[src/rtl/rv_pkg.sv]
// Shared RV32I/RV64I decode constants: major opcodes and instruction formats.
// Imported by the decode stage and by the immediate generator that EX reuses.
package rv_pkg;

  localparam logic [6:0] OPC_LOAD      = 7'b0000011;
  localparam logic [6:0] OPC_STORE     = 7'b0100011;
  localparam logic [6:0] OPC_BRANCH    = 7'b1100011;
  localparam logic [6:0] OPC_JAL       = 7'b1101111;
  localparam logic [6:0] OPC_JALR      = 7'b1100111;
  localparam logic [6:0] OPC_OP        = 7'b0110011;
  localparam logic [6:0] OPC_OP_IMM    = 7'b0010011;
  localparam logic [6:0] OPC_OP_32     = 7'b0111011;
  localparam logic [6:0] OPC_OP_IMM_32 = 7'b0011011;
  localparam logic [6:0] OPC_LUI       = 7'b0110111;
  localparam logic [6:0] OPC_AUIPC     = 7'b0010111;

  typedef enum logic [2:0] {
    FMT_NONE,
    FMT_R,
    FMT_I,
    FMT_S,
    FMT_B,
    FMT_U,
    FMT_J
  } fmt_e;

  // FMT_NONE doubles as "illegal opcode"; the word ops only exist on RV64.
  function automatic fmt_e fmt_of(input logic [6:0] opc, input logic rv64);
    fmt_e f;
    case (opc)
      OPC_OP:                           f = FMT_R;
      OPC_OP_32:                        f = rv64 ? FMT_R : FMT_NONE;
      OPC_LOAD, OPC_OP_IMM, OPC_JALR:   f = FMT_I;
      OPC_OP_IMM_32:                    f = rv64 ? FMT_I : FMT_NONE;
      OPC_STORE:                        f = FMT_S;
      OPC_BRANCH:                       f = FMT_B;
      OPC_LUI, OPC_AUIPC:               f = FMT_U;
      OPC_JAL:                          f = FMT_J;
      default:                          f = FMT_NONE;
    endcase
    return f;
  endfunction

endpackage

[src/rtl/imm_gen_xlen.sv]
// Combinational immediate generator: opcode -> format -> sign-extended XLEN immediate.
// Formats without an immediate (R, unknown) yield zero.
module imm_gen_xlen
  import rv_pkg::*;
#(
  parameter int XLEN = 32
) (
  input  logic [31:0]     ins,
  output fmt_e            fmt,
  output logic [XLEN-1:0] imm
);

  logic signed [31:0] imm32;

  assign fmt = fmt_of(ins[6:0], XLEN == 64);

  always_comb begin
    // NOTE: default assignment first so every path drives imm32 and no latch is inferred.
    imm32 = '0;
    case (fmt)
      FMT_I:   imm32 = {{20{ins[31]}}, ins[31:20]};
      FMT_S:   imm32 = {{20{ins[31]}}, ins[31:25], ins[11:7]};
      FMT_B:   imm32 = {{19{ins[31]}}, ins[31], ins[7], ins[30:25], ins[11:8], 1'b0};
      FMT_U:   imm32 = {ins[31:12], 12'b0};
      FMT_J:   imm32 = {{11{ins[31]}}, ins[31], ins[19:12], ins[20], ins[30:21], 1'b0};
      default: imm32 = '0;
    endcase
  end

  // Size cast of a signed operand sign-extends to XLEN.
  assign imm = XLEN'(imm32);

endmodule

[src/rtl/decode_stage_hs.sv]
// Decode stage between fetch and execute with valid/ready on both sides,
// load-use bubble insertion, flush, and optional early JAL redirect.
module decode_stage_hs
  import rv_pkg::*;
#(
  parameter int XLEN      = 32,
  parameter bit EARLY_JAL = 1'b1
) (
  input  logic            CLK,
  input  logic            rst_n,
  input  logic            flush,
  input  logic            in_valid,
  output logic            in_ready,
  input  logic [XLEN-1:0] in_pc,
  input  logic [31:0]     in_ins,
  input  logic [XLEN-1:0] rs1_data,
  output logic            out_valid,
  input  logic            out_ready,
  output logic [XLEN-1:0] out_pc,
  output logic [XLEN-1:0] out_imm,
  output logic [XLEN-1:0] out_target,
  output logic [4:0]      out_rs1,
  output logic [4:0]      out_rs2,
  output logic [4:0]      out_rd,
  output logic [6:0]      out_opcode,
  output logic [2:0]      out_funct3,
  output logic            out_funct7b5,
  output logic            out_rwe,
  output logic            out_mwe,
  output logic            out_mre,
  output logic            out_be,
  output logic            out_jmp,
  output logic            jal_redirect,
  output logic [XLEN-1:0] jal_pc
);

  localparam logic [XLEN-1:0] FOUR     = XLEN'(4);
  localparam logic [XLEN-1:0] LSB_MASK = ~XLEN'(1);

  logic [6:0]      opc;
  logic [4:0]      rd, rs1, rs2;
  fmt_e            fmt;
  logic [XLEN-1:0] imm, pc_imm, target;
  logic            uses_rs2, hazard, accept, legal;
  logic            rwe, mwe, mre, be, jmp;

  assign opc = in_ins[6:0];
  assign rd  = in_ins[11:7];
  assign rs1 = in_ins[19:15];
  assign rs2 = in_ins[24:20];

  imm_gen_xlen #(.XLEN(XLEN)) u_imm (
    .ins (in_ins),
    .fmt (fmt),
    .imm (imm)
  );

  // Load-use: the load in the EX register has not produced its data yet.
  assign uses_rs2 = fmt inside {FMT_R, FMT_S, FMT_B};
  assign hazard   = out_valid & out_mre & (out_rd != 5'd0) &
                    ((out_rd == rs1) | (uses_rs2 & (out_rd == rs2)));
  assign in_ready = (~out_valid | out_ready) & ~hazard & ~flush;
  assign accept   = in_valid & in_ready;

  // fmt_of only returns a real format for opcodes this core implements.
  assign legal = (fmt != FMT_NONE);
  assign rwe   = legal & (opc != OPC_STORE) & (opc != OPC_BRANCH) & (rd != 5'd0);
  assign mwe   = (opc == OPC_STORE);
  assign mre   = (opc == OPC_LOAD);
  assign be    = (opc == OPC_BRANCH);
  assign jmp   = (opc == OPC_JAL) | (opc == OPC_JALR);

  assign pc_imm = in_pc + imm;
  assign target = (opc == OPC_JALR)                        ? ((rs1_data + imm) & LSB_MASK) :
                  ((opc == OPC_JAL) | (opc == OPC_BRANCH)) ? pc_imm :
                                                             in_pc + FOUR;

  assign jal_redirect = EARLY_JAL & accept & (opc == OPC_JAL);
  assign jal_pc       = EARLY_JAL ? pc_imm : '0;

  always_ff @(posedge CLK or negedge rst_n) begin
    if (!rst_n) begin
      out_valid    <= 1'b0;
      out_pc       <= '0;
      out_imm      <= '0;
      out_target   <= '0;
      out_rs1      <= '0;
      out_rs2      <= '0;
      out_rd       <= '0;
      out_opcode   <= '0;
      out_funct3   <= '0;
      out_funct7b5 <= 1'b0;
      out_rwe      <= 1'b0;
      out_mwe      <= 1'b0;
      out_mre      <= 1'b0;
      out_be       <= 1'b0;
      out_jmp      <= 1'b0;
    end else if (flush || (!accept && out_ready)) begin
      // NOTE: non-blocking assignments so every register samples pre-edge values.
      out_valid <= 1'b0;
      out_rwe   <= 1'b0;
      out_mwe   <= 1'b0;
      out_mre   <= 1'b0;
      out_be    <= 1'b0;
      out_jmp   <= 1'b0;
    end else if (accept) begin
      out_valid    <= 1'b1;
      out_pc       <= in_pc;
      out_imm      <= imm;
      out_target   <= target;
      out_rs1      <= rs1;
      out_rs2      <= rs2;
      out_rd       <= rd;
      out_opcode   <= opc;
      out_funct3   <= in_ins[14:12];
      out_funct7b5 <= in_ins[30];
      out_rwe      <= rwe;
      out_mwe      <= mwe;
      out_mre      <= mre;
      out_be       <= be;
      out_jmp      <= jmp;
    end
  end

endmodule

[config.mk]
export PLATFORM = sky130hd
export DESIGN_NAME = decode_stage_hs
export DESIGN_NICKNAME = d
export VERILOG_FILES = /design/src/rtl/rv_pkg.sv /design/src/rtl/imm_gen_xlen.sv /design/src/rtl/decode_stage_hs.sv
export SDC_FILE = /design/constraint.sdc
export NUM_CORES = 1
export LEC_CHECK = 0
export CAP_MARGIN = 20
export CORE_ASPECT_RATIO = 1.75
export CORE_MARGIN = 2
export CORE_UTILIZATION = 54
export CTS_BUF_LIST = sky130_fd_sc_hd__clkbuf_16
export DETAILED_ROUTE_END_ITERATION = 7
export PLACE_DENSITY = 0.85
export REMOVE_ABC_BUFFERS = 1
export SYNTH_ARGS = -nofsm -noshare
export SYNTH_HDL_FRONTEND = slang
export SYNTH_HIERARCHICAL = 1
export SYNTH_SLANG_ARGS = --single-unit
[constraint.sdc]
create_clock -name CLK -period 11.84 [get_ports CLK]
set_input_delay 2.96 -clock CLK [delete_from_list [all_inputs] [get_ports CLK]]
set_output_delay 2.96 -clock CLK [all_outputs]
set_load 0.1 [all_outputs]
== Word level (Yosys, flattened, before mapping) ==
Index checks and enable logic that the tools add are counted.

* Flip-flop bits (word level): 128
* Input bits: 101
* Output and inout port bits: 162
* Logic and storage cells: 83

* Add/sub/neg operators: 3
* Eq/ne operators: 19
* Muxes and demuxes: 16
* Bitwise operators: 19
* Reductions and logical operators: 11

{| class="wikitable"
|+ Operators by type and width
! cell !! count
|-
| 32-bit one-hot mux with 5 select lines || 1
|-
| 32-bit adder || 2
|-
| 32-bit 2-to-1 mux || 2
|-
| 32-bit by 3-bit adder with 32-bit output (second input constant) || 1
|-
| 7-bit by 6-bit equality test with 1-bit output (second input constant) || 3
|-
| 7-bit equality test (second input constant) || 3
|-
| 3-bit one-hot mux with 6 select lines || 1
|-
| 7-bit by 5-bit equality test with 1-bit output (second input constant) || 2
|-
| 1-bit 2-to-1 mux || 12
|-
| 1-bit bitwise AND || 11
|-
| 5-bit equality test || 2
|-
| 5-bit nonzero test || 2
|-
| 3-bit equality test (second input constant) || 3
|-
| 7-bit by 2-bit equality test with 1-bit output (second input constant) || 1
|-
| 7-bit by 6-bit inequality test with 1-bit output (second input constant) || 1
|-
| 7-bit inequality test (second input constant) || 1
|-
| 3-bit by 2-bit equality test with 1-bit output (second input constant) || 2
|-
| 3-bit nonzero test || 2
|-
| 1-bit NOT || 4
|-
| 1-bit OR || 4
|-
| 3-bit by 1-bit equality test with 1-bit output (second input constant) || 1
|-
| 3-bit OR reduction || 1
|-
| 2-bit AND reduction || 1
|-
| 2-bit nonzero test || 1
|-
| other kinds (4) || 4
|}

== Logic depth before layout (Yosys ltp) ==
Gate-level depths: netlist (run 1).

* Word-level depth: 17
* Gate-level depth with buffers: 17
* Gate-level depth less buffers: 15

== Modules after synthesis ==
Netlist (run 1), hierarchy kept.

{| class="wikitable"
|+ By module, submodules not included
! module !! times used !! cells an instance !! area each (um^2) !! sequential area each (um^2)
|-
| decode_stage_hs || 1 || 1215 || 9487.8 || 3203.1
|-
| imm_gen_xlen || 1 || 78 || 566.8 || 0.0
|}

== Worst setup path after synthesis (run 1) ==
Ideal clock, no wire load.

* Path type: input -> output
* From: in in_ins[6]
* To: out jal_pc[24]
* Arrival time: 7741 ps
* Data required time: 8880 ps
* Slack: 1139 ps
* Stages on the path: 15
* Path through: clkbuf_1 a211oi_1 a21oi_1 nor3_1 a32o_1 ha_1 fa_1 a211oi_1 o21ai_1 nand2_1 o21ai_0 a31o_2 nand2_1 o22ai_1 a211oi_1

* Word-level cells in the longest chain between the ends: 6
* Elaborated cells on any way between the ends: 19
* Classes of those cells: add/sub: 1; eq/ne: 14; mux: 2; reduce/logical: 2

{| class="wikitable"
|+ RTL lines
! element !! RTL line !! text
|-
| start, declared || decode_stage_hs.sv:15 || <nowiki>input logic [31:0] in_ins,</nowiki>
|-
| 7-bit by 2-bit equality test with 1-bit output (tied with other cells) || rv_pkg.sv:30 || <nowiki>case (opc)</nowiki>
|-
| 3-bit OR reduction / 2-bit OR reduction (equally long branches) || rv_pkg.sv:30 ||
|-
| 3-bit one-hot mux with 6 select lines (*) || rv_pkg.sv:30 ||
|-
| 3-bit equality test / 3-bit by 2-bit equality test with 1-bit output (equally long branches) || imm_gen_xlen.sv:20 || <nowiki>case (fmt)</nowiki>
|-
| 32-bit one-hot mux with 5 select lines (*) || imm_gen_xlen.sv:20 ||
|-
| via imm[0] || decode_stage_hs.sv:43 || <nowiki>logic [XLEN-1:0] imm, pc_imm, target;</nowiki>
|-
| 32-bit adder (*) || decode_stage_hs.sv:73 || <nowiki>assign pc_imm = in_pc + imm;</nowiki>
|-
| end, declared || decode_stage_hs.sv:34 || <nowiki>output logic [XLEN-1:0] jal_pc</nowiki>
|}

The timed path passes the listed nets; every way through them passes the cells marked *.

== Final worst setup path (run 1) ==
* From: in in_ins[3]
* To: out jal_pc[9]

The elaborated chain is that of the path after synthesis.

==> results of run 1 <==
synth_stat cells (all sizes together) (4+ instances only):
library cell | number | area, µm²
nand3 | 38 | 200
nor3 | 13 | 70.1
nor2 | 81 | 304
xor2 | 38 | 333
o31ai | 7 | 52.6
o2111ai | 4 | 35.0
dfrtp | 128 | 3200
a21oi | 96 | 495
nand2b | 12 | 75.1
buf | 27 | 134
o211ai | 11 | 82.6
and4 | 4 | 35.0
nand2 | 366 | 1380
and2 | 16 | 100
ha | 62 | 776
a22o | 5 | 45.0
mux2i | 5 | 50.1
nor3b | 5 | 42.5
o21a | 13 | 105
nand4 | 22 | 138
and3 | 20 | 131
a21o | 48 | 360
a22oi | 5 | 37.5
a221o | 4 | 40.0
clkbuf | 30 | 113
nor4 | 5 | 31.3
o21ai | 66 | 334
a31oi | 12 | 75.1
xnor2 | 54 | 473
o21bai | 7 | 52.6
a211oi | 14 | 105
inv | 14 | 52.6
o311ai | 4 | 35.0
o22ai | 5 | 37.5
final cells by class:
| type | instances | share of cell area [%] |
|---|---|---|
| flip-flops and latches | 128 | 24.0 |
| clock buffers | 17 | 3.18 |
| repair buffers | 271 | 19.7 |
| inverters | 14 | 0.393 |
| multi-input cells | 1094 | 49.2 |
| clock inverters | 14 | 1.35 |
| well taps | 238 | 2.23 |
kinds of logic after synthesis:
group / Yosys count / share of synthesized area (%)
simple gates: 596 / 25.9
compound gates: 336 / 22.5
flops: 128 / 31.9
xor+xnor: 92 / 8.01
buf+inv: 71 / 2.97
fa+ha+maj: 64 / 8.11
mux: 6 / 0.610
worst min-delay path: stages (launching register included):
cell	delay, ps
dfrtp_1	340
nand2_1	50
nand2_1	50
worst paths after layout:
check | endpoint | start | cells past startpoint
min reg2reg | out_pc[7] | out_pc[7] | 2
min | out_pc[7] | out_pc[7] | 2
min in group asynchronous | out_pc[22] | rst_n | 1
max in group asynchronous | out_rd[4] | rst_n | 2
max reg2reg | out_target[31] | out_rd[0] | 11
max | jal_pc[9] | in_ins[3] | 11
state kept, by name (all words and copies together) (netlist names), 3 cells and up:
| signal | cells |
|---|---|
| out_funct3 | 3 |
| out_rd | 5 |
| out_imm | 32 |
| out_opcode | 7 |
| out_rs2 | 5 |
| out_target | 32 |
| out_pc | 32 |
| out_rs1 | 5 |
power breakdown:
part           total, µW  leakage, µW  internal (µW)  switching [µW]
sequential           534      0.00162            496            38.3
clock                566     0.000296            334             232
combinational        956      0.00445            221             736
stage by stage:
stage	setup slack, ps	hold slack (ps)	util (%)
after global placement	1350	458	69.3
after global routing	996	493	72.6
after detailed placement	1300	462	69.3
after CTS	1250	477	72.6
after floorplan	1180	974	-
final	1190	472	72.6
routing by layer:
layer  global-route usage (%)  wire length [µm]  up-vias
met4                     29.8              3470        0
met5                        0                 0        -
met1                     40.2             13400     5306
met2                     72.6             20700      566
met3                     6.05              2390      202
li1                         -                 -     5030
==> out/metrics.csv, run 1 <==
metric;value;unit
status;completed;
vias;11104;
synth.avg_cell_area;7.78;µm²
ff2ff_setup_slack;7690;ps
synth-edff-count;0;
path_cells;clkdlybuf4s50_1 -> or4_4 -> o22ai_2 -> a22o_1 -> ha_1 -> a211oi_1 -> o21ai_1 -> a31oi_1 -> o21ai_0 -> xor2_1 -> clkdlybuf4s50_1;
clock_path_buffers;2;
ys_ff_latch;128;
fp-row-count;66;
critPathBufInv;2;
cts_made_buffers;17;
syn_inst;1293;
grt_pass1_vias;10807;
cts-root-buf;clkbuf_16;
antenna_cells;0;
antenna_found_initial;1;
final_cells;1776;
register_area;3200;µm²
hold_class;flop to flop;
area_growth;33.0;%
fmaxAchievable;93.9;MHz
grt_pass1_wl;59700;µm
setup_viol;0;
crit_top_cell;clkdlybuf4s50_1;
crit_required;8880;ps
power;2060;µW
grt_max_degree;92;
placed_area;12800;µm²
initial_core_util;54.6;%
cap_viol_max_count;0;
fillCellCount;1465;
finalHoldViolCount;0;
holdBufCountCts;0;
hpwl;30800;µm
timing.final.crit_period;10650;ps
critPathKind;input port to output port;
syn-cell-area;10100;µm²
leakagePower;0.00637;µW
crit_slowest_cell;clkdlybuf4s50_1;
die_h;185;µm
cts.repair.resized;0;
grt-ovfl-total;0;
async_reset_ff_share;100;%
crit_arrival;7690;ps
nNetsFinal;1691;
power_density;154;nW/µm²
die_w;107;µm
avgRoutedWirePerCell;22.5;µm
yosys.cell_types.count;82;
cts.sinks;128;
drc;0;
boundaryPins;263;
cp_max_fo;19;
synth_ff_type;dfrtp_1;
final_cell_area;13400;µm²
place_congestion;1.01;
worst_slew_pin_slew;1120;ps
crit_path_end_kind;output port;
peakVddDrop;0.000159;V
multi_input_area;6580;µm²
ys_warn_count;6;
wirelength;40000;µm
dieArea;19800;µm²
drtPass1Iterations;5;
ys_seq_area_share;31.9;%
start_kind;input port;
drive_above_1_share;6.11;%
max-slew-margin-rel;24.8;%
drv_slew;0;
slowest_delay;1190;ps
layout_common_cells;nand2_1, clkdlybuf4s50_1, dfrtp_1, a21oi_1, nor2_1;
track_usage;39.9;%
portBuffers;262;
cpLargestDelayFamily;buffers and inverters;
finalSetupTns;0;ps
via_per_inst;6.25;
fp.coreArea;18400;µm²
antenna_left;0;
cts_tree;built;
drt_iter0_drc;849;
cts_post_setup_buffers_inserted;0;
period_share;90.0;%
insertion_delay;430;ps
final_common_cell;nand2_1;
rsz0062_at_grt;no;
placedCellCount;1745;
htree_levels;4;
finClkSkew;8.56;ps
cts.clk_slew.worst_paths;60;ps
Power figures use the tool's default switching activity.
==> inputs of run 2 (changes only) <==
--- a/config.mk
+++ b/config.mk
@@ -11,7 +11,7 @@
 export CORE_UTILIZATION = 54
 export CTS_BUF_LIST = sky130_fd_sc_hd__clkbuf_16
 export DETAILED_ROUTE_END_ITERATION = 7
-export PLACE_DENSITY = 0.85
+export PLACE_DENSITY = 0.87
 export REMOVE_ABC_BUFFERS = 1
 export SYNTH_ARGS = -nofsm -noshare
 export SYNTH_HDL_FRONTEND = slang
==> out/metrics.csv, run 2 (same netlist as run 1, synthesis figures left out) <==
metric;value;unit;change
fp.coreArea;18400;µm²;unchanged
finClkSkew;10.8;ps;+2.29 ps
fmaxAchievable;94.8;MHz;+0.97%
dieArea;19800;µm²;unchanged
holdBufCountCts;0;;unchanged
area_growth;32.5;%;
cts-root-buf;clkbuf_16;;
insertion_delay;440;ps;about the same
vias;10965;;-1.3%
finalHoldViolCount;0;;unchanged
cts.clk_slew.worst_paths;50;ps;about the same
cp_max_fo;19;;unchanged
status;completed;;
setup_viol;0;;unchanged
final_common_cell;nand2_1;;
p_int;1010;µW;-4.2%
nNetsFinal;1691;;unchanged
antenna_left;0;;unchanged
die_h;185;µm;unchanged
power_density;151;nW/µm²;-2.1%
drtPass1Iterations;8;;+3
layout_common_cells;nand2_1, clkdlybuf4s50_1, dfrtp_1, a21oi_1, nor2_1;;
peakVddDrop;0.000158;V;-0.62%
switching_share;49.8;%;+0.94 points
path_cells;clkdlybuf4s50_1 -> or4_4 -> o22ai_2 -> a22o_1 -> ha_1 -> a211oi_1 -> o21ai_1 -> o2111a_1 -> o211ai_1 -> nand3_2 -> o41ai_4 -> xor2_1 -> xnor2_1 -> buf_4;;
hold_class;flop to flop;;
crit_path_end_kind;output port;;
hpwl;30800;µm;-0.11%
timing.final.crit_period;10550;ps;-102 ps
placed_area;12800;µm²;about the same
slowest_delay;760;ps;-430 ps
hold_ws;474;ps;+1.69 ps
place_congestion;1.00;;-0.72%
grt_pass1_vias;10838;;+0.29%
via_per_inst;6.17;;-1.3%
period_share;89.1;%;-0.86 points
avgRoutedWirePerCell;22.7;µm;+0.75%
htree_levels;4;;unchanged
antenna_cells;0;;unchanged
portBuffers;262;;unchanged
finalSetupTns;0;ps;unchanged
crit_required;8880;ps;about the same
cts_made_buffers;17;;unchanged
leakagePower;0.00634;µW;-0.35%
cts_post_setup_buffers_inserted;0;;unchanged
clkPwrFrac;25.7;%;-1.8 points
antenna_found_initial;1;;unchanged
grt-ovfl-total;0;;unchanged
track_usage;40.8;%;+0.91 points
cts.sinks;128;;unchanged
cts_tree;built;;
drc;0;;unchanged
grt_pass1_wl;60500;µm;+1.4%
initial_core_util;54.6;%;unchanged
power_frac_seq;26.6;%;+0.6 points
cts.repair.resized;0;;unchanged
max-slew-margin-rel;23.7;%;-1.1 points
p_switching;1000;µW;-0.58%
grt_max_degree;68;;-26%
crit_arrival;7590;ps;-100 ps
fp-row-count;66;;unchanged
cap_viol_max_count;0;;unchanged
largest_registers;out_imm x32, out_pc x32, out_target x32;;
wirelength;40300;µm;+0.81%
boundaryPins;263;;unchanged
start_kind;input port;;
combPwrFrac;47.7;%;+1.2 points
rsz0062_at_grt;no;;
clock_path_buffers;2;;unchanged
worst_slew_pin_slew;1140;ps;+22.7 ps
final_cell_area;13300;µm²;-0.37%
die_w;107;µm;unchanged
drt_iter0_drc;970;;+14%
critPathKind;input port to output port;;
drv_slew;0;;unchanged
crit_slowest_cell;clkdlybuf4s50_1;;
drive_above_1_share;6.17;%;+0.061 points
## run 2: cell types whose count changed in the layout (fill, tap and decap cells not counted)
cell             delta
bufinv_16           -2
clkinv_4            -2
clkinvlp_4          +2
inv_6               +2
buf_4               +1
clkdlybuf4s50_1     -1
clkinv_2            +1
inv_1               +1
inv_8               -1
## run 2: worst paths after layout
check                           startpoint             end  slack, ps  cells past startpoint
worst min register to register  out_pc[14]      out_pc[14]        470                      2
min in group asynchronous            rst_n      out_pc[24]       2500                      1
max in group asynchronous            rst_n     out_imm[12]       8020                      2
worst max register to register   out_rd[0]  out_target[31]       8100                     10
worst min-delay path            out_pc[14]      out_pc[14]        470                      2
worst max-delay path             in_ins[3]      jal_pc[31]       1290                     14
## run 2: layout make-up
cell class	count	area, µm²
clock buffers	17	425
flip-flops and latches	128	3200
well taps	238	298
fillers	1475	5090
repair buffers	271	2630
inverters	14	52.6
multi-input cells	1094	6580
clock inverters	15	133
## run 2: metrics by stage
step           utilization, %  std cells  total power, µW  setup WS (ps)
6_report                 72.3       1777             2010           1290
5_1_grt                  72.3       1777             2060            967
4_1_cts                  72.3       1777             2000           1340
3_5_place_dp             69.3       1745             1490           1370
3_3_place_gp             69.3       1745             1480           1440
2_1_floorplan               -       1236             1220           1180
## run 2: critical path: cells and delay by family
kind | cells | cell delay, ps
xor gates and xnor gates | 2 | 350
and+or+nand+nor | 2 | 840
adders and majority gates | 1 | 300
AOI/OAI and AO/OA | 7 | 2040
buffers and inverters | 2 | 1070
## run 2: per-layer routing
layer | GRT usage, % | vias to the layer above | wire [µm]
met3 | 6.90 | 166 | 2600
met1 | 41.4 | 5167 | 13500
met2 | 73.2 | 596 | 21000
met4 | 30.7 | 0 | 3290
li1 | - | 5036 | -
met5 | 0 | - | 0
## run 2: power groups by stage
stage / Clock [µW] / Combinational, µW / Sequential (µW)
2_1_floorplan: 0 / 250 / 968
3_3_place_gp: 0 / 945 / 539
3_5_place_dp: 0 / 950 / 541
4_1_cts: 517 / 954 / 534
5_1_grt: 534 / 990 / 541
6_report: 515 / 957 / 535
==> inputs of run 3 (changes only) <==
--- a/config.mk
+++ b/config.mk
@@ -7,7 +7,7 @@
 export LEC_CHECK = 0
 export CAP_MARGIN = 20
 export CORE_ASPECT_RATIO = 1.75
-export CORE_MARGIN = 2
+export CORE_MARGIN = 1
 export CORE_UTILIZATION = 54
 export CTS_BUF_LIST = sky130_fd_sc_hd__clkbuf_16
 export DETAILED_ROUTE_END_ITERATION = 7
==> out/metrics.csv, run 3 (same netlist as run 1, synthesis figures left out) <==
metric;value;unit;change
status;completed;;
grt_pass1_vias;11322;;+4.5%
drc;0;;unchanged
antenna_found_initial;0;;-1
avgRoutedWirePerCell;22.9;µm;+1.2%
rr_endpoint;out_target[31];;
cap_viol_max_count;0;;unchanged
worstSetupStartpoint;in_ins[6];;
drt_iter0_drc;868;;-11%
grt_max_degree;74;;+8.8%
clock_path_buffers;2;;unchanged
preCtsSetupSlack;1340;ps;-26.9 ps
place_congestion;0.996;;-0.52%
cts.clk_slew.worst_paths;60;ps;about the same
cts-root-buf;clkbuf_16;;
hold_path.startpoint;out_imm[4];;
initial_core_util;55.4;%;+0.84 points
dieArea;19200;µm²;-2.9%
final_cell_area;13500;µm²;+1.0%
area_growth;33.9;%;
cts_tree;built;;
grt-ovfl-total;0;;unchanged
portBuffers;262;;unchanged
fp.coreArea;18100;µm²;-1.5%
finalHoldViolCount;0;;unchanged
worst_slew_pin_slew;1070;ps;-70.5 ps
cts.repair.resized;0;;unchanged
r2r_cells;10;;unchanged
slowest_delay;1180;ps;+420 ps
setup_viol;0;;unchanged
die_w;105;µm;-1.9%
track_usage;42.8;%;+2.0 points
holdBufCountCts;0;;unchanged
rsz0062_at_grt;no;;
vias;11174;;+1.9%
ff2ff_setup_slack;8080;ps;-20 ps
antenna_cells;0;;unchanged
rr_startpoint;out_rd[0];;
placed_area;12800;µm²;about the same
die_h;183;µm;-1.1%
wirelength;40700;µm;+1.1%
insertion_delay;430;ps;about the same
path_cells;clkdlybuf4s50_1 -> or4_4 -> o22ai_2 -> a22o_1 -> ha_1 -> a211oi_1 -> o21ai_1 -> a31oi_1 -> o21ai_0 -> xor2_1 -> clkdlybuf4s50_1;;
via_per_inst;6.30;;+2.0%
cts_made_buffers;17;;unchanged
fp-row-count;65;;-1.5%
timing.final.crit_period;10550;ps;-2.05 ps
max-slew-margin-rel;28.0;%;+4.3 points
antenna_left;0;;unchanged
routed.top_layer;met4;;
drtPass1Iterations;7;;-1
peakVddDrop;0.000130;V;-18%
boundaryPins;263;;unchanged
cts.sinks;128;;unchanged
crit_slowest_cell;clkdlybuf4s50_1;;
cts_post_setup_buffers_inserted;0;;unchanged
power_density;158;nW/µm²;+4.7%
wl_met1;13300;µm;-1.3%
leakagePower;0.00641;µW;+1.1%
hpwl;31100;µm;+1.0%
layout_common_cells;nand2_1, clkdlybuf4s50_1, dfrtp_1, a21oi_1, nor2_1;;
crit_top_cell;clkdlybuf4s50_1;;
finClkSkew;7.13;ps;-3.71 ps
crit_required;8880;ps;about the same
crit_end;jal_pc[9];;
cp_max_fo;17;;-2
power;2120;µW;+5.8%
critPathKind;input port to output port;;
final_common_cell;nand2_1;;
period_share;89.1;%;about the same
start_kind;input port;;
drive_above_1_share;6.23;%;+0.057 points
drv_slew;0;;unchanged
nNetsFinal;1693;;+0.12%
largest_registers;out_imm x32, out_pc x32, out_target x32;;
fmaxAchievable;94.8;MHz;about the same
route.met3.wl;2690;µm;+3.3%
finalSetupTns;0;ps;unchanged
worst_slack;1290;ps;+2.05 ps
grt_pass1_wl;62200;µm;+2.8%
crit_arrival;7590;ps;about the same
crit_path_end_kind;output port;;
hold_class;flop to flop;;
wl_met2;20900;µm;-0.18%
htree_levels;4;;unchanged
[run 3: cell count changes in the layout (fill, tap and decap cells not counted), sizes merged]
| cell | before | now |
|---|---|---|
| buf | 34 | 35 |
| bufinv | 1 | 6 |
| clkdlybuf4s50 | 237 | 238 |
| clkinv | 4 | 5 |
| clkinvlp | 3 | 0 |
| inv | 21 | 18 |
[run 3: stage by stage]
| stage | hold slack (ps) | utilization, % | cells |
|---|---|---|---|
| final | 473 | 74.2 | 1775 |
| after global routing | 489 | 74.2 | 1775 |
| after CTS | 477 | 74.2 | 1775 |
| after detailed placement | 462 | 70.5 | 1743 |
| after global placement | 457 | 70.5 | 1743 |
| after floorplan | 974 | - | 1236 |
[run 3: cell type report]
class,count,area (µm²)
multi-input combinational,1094,6580
fill,1411,4680
sequential,128,3200
timing repair buffer,273,2650
clock buffer,17,425
tap,234,293
clock inverter,15,256
inverter,14,52.6
[run 3: power breakdown]
| group | internal [µW] | total (µW) | switching (µW) |
|---|---|---|---|
| logic | 221 | 959 | 738 |
| registers | 496 | 536 | 40.3 |
| clock network | 399 | 627 | 228 |
| total | 1120 | 2120 | 1010 |
[run 3: metal layers]
layer	vias up	global-route usage, %
met3	237	6.50
li1	5039	-
met4	0	35.5
met2	641	78.1
met5	-	0
met1	5257	42.1
[run 3: worst min path at each step]
stage | end | depth (start not counted) | slack (ps)
6_report | out_imm[4] | 2 | 470
5_1_grt | out_pc[22] | 2 | 490
4_1_cts | out_imm[4] | 2 | 480
3_5_place_dp | out_imm[4] | 2 | 460
3_3_place_gp | out_imm[14] | 2 | 460
2_1_floorplan | out_funct3[0] | 2 | 970
[run 3: critical path: cells and delay by family]
| family | cells | cell delay [ps] |
|---|---|---|
| AOI/OAI and AO/OA | 6 | 1460 |
| buffers and inverters | 2 | 1930 |
| xor gates and xnor gates | 1 | 200 |
| and+or+nand+nor | 1 | 710 |
| adders and majority gates | 1 | 300 |
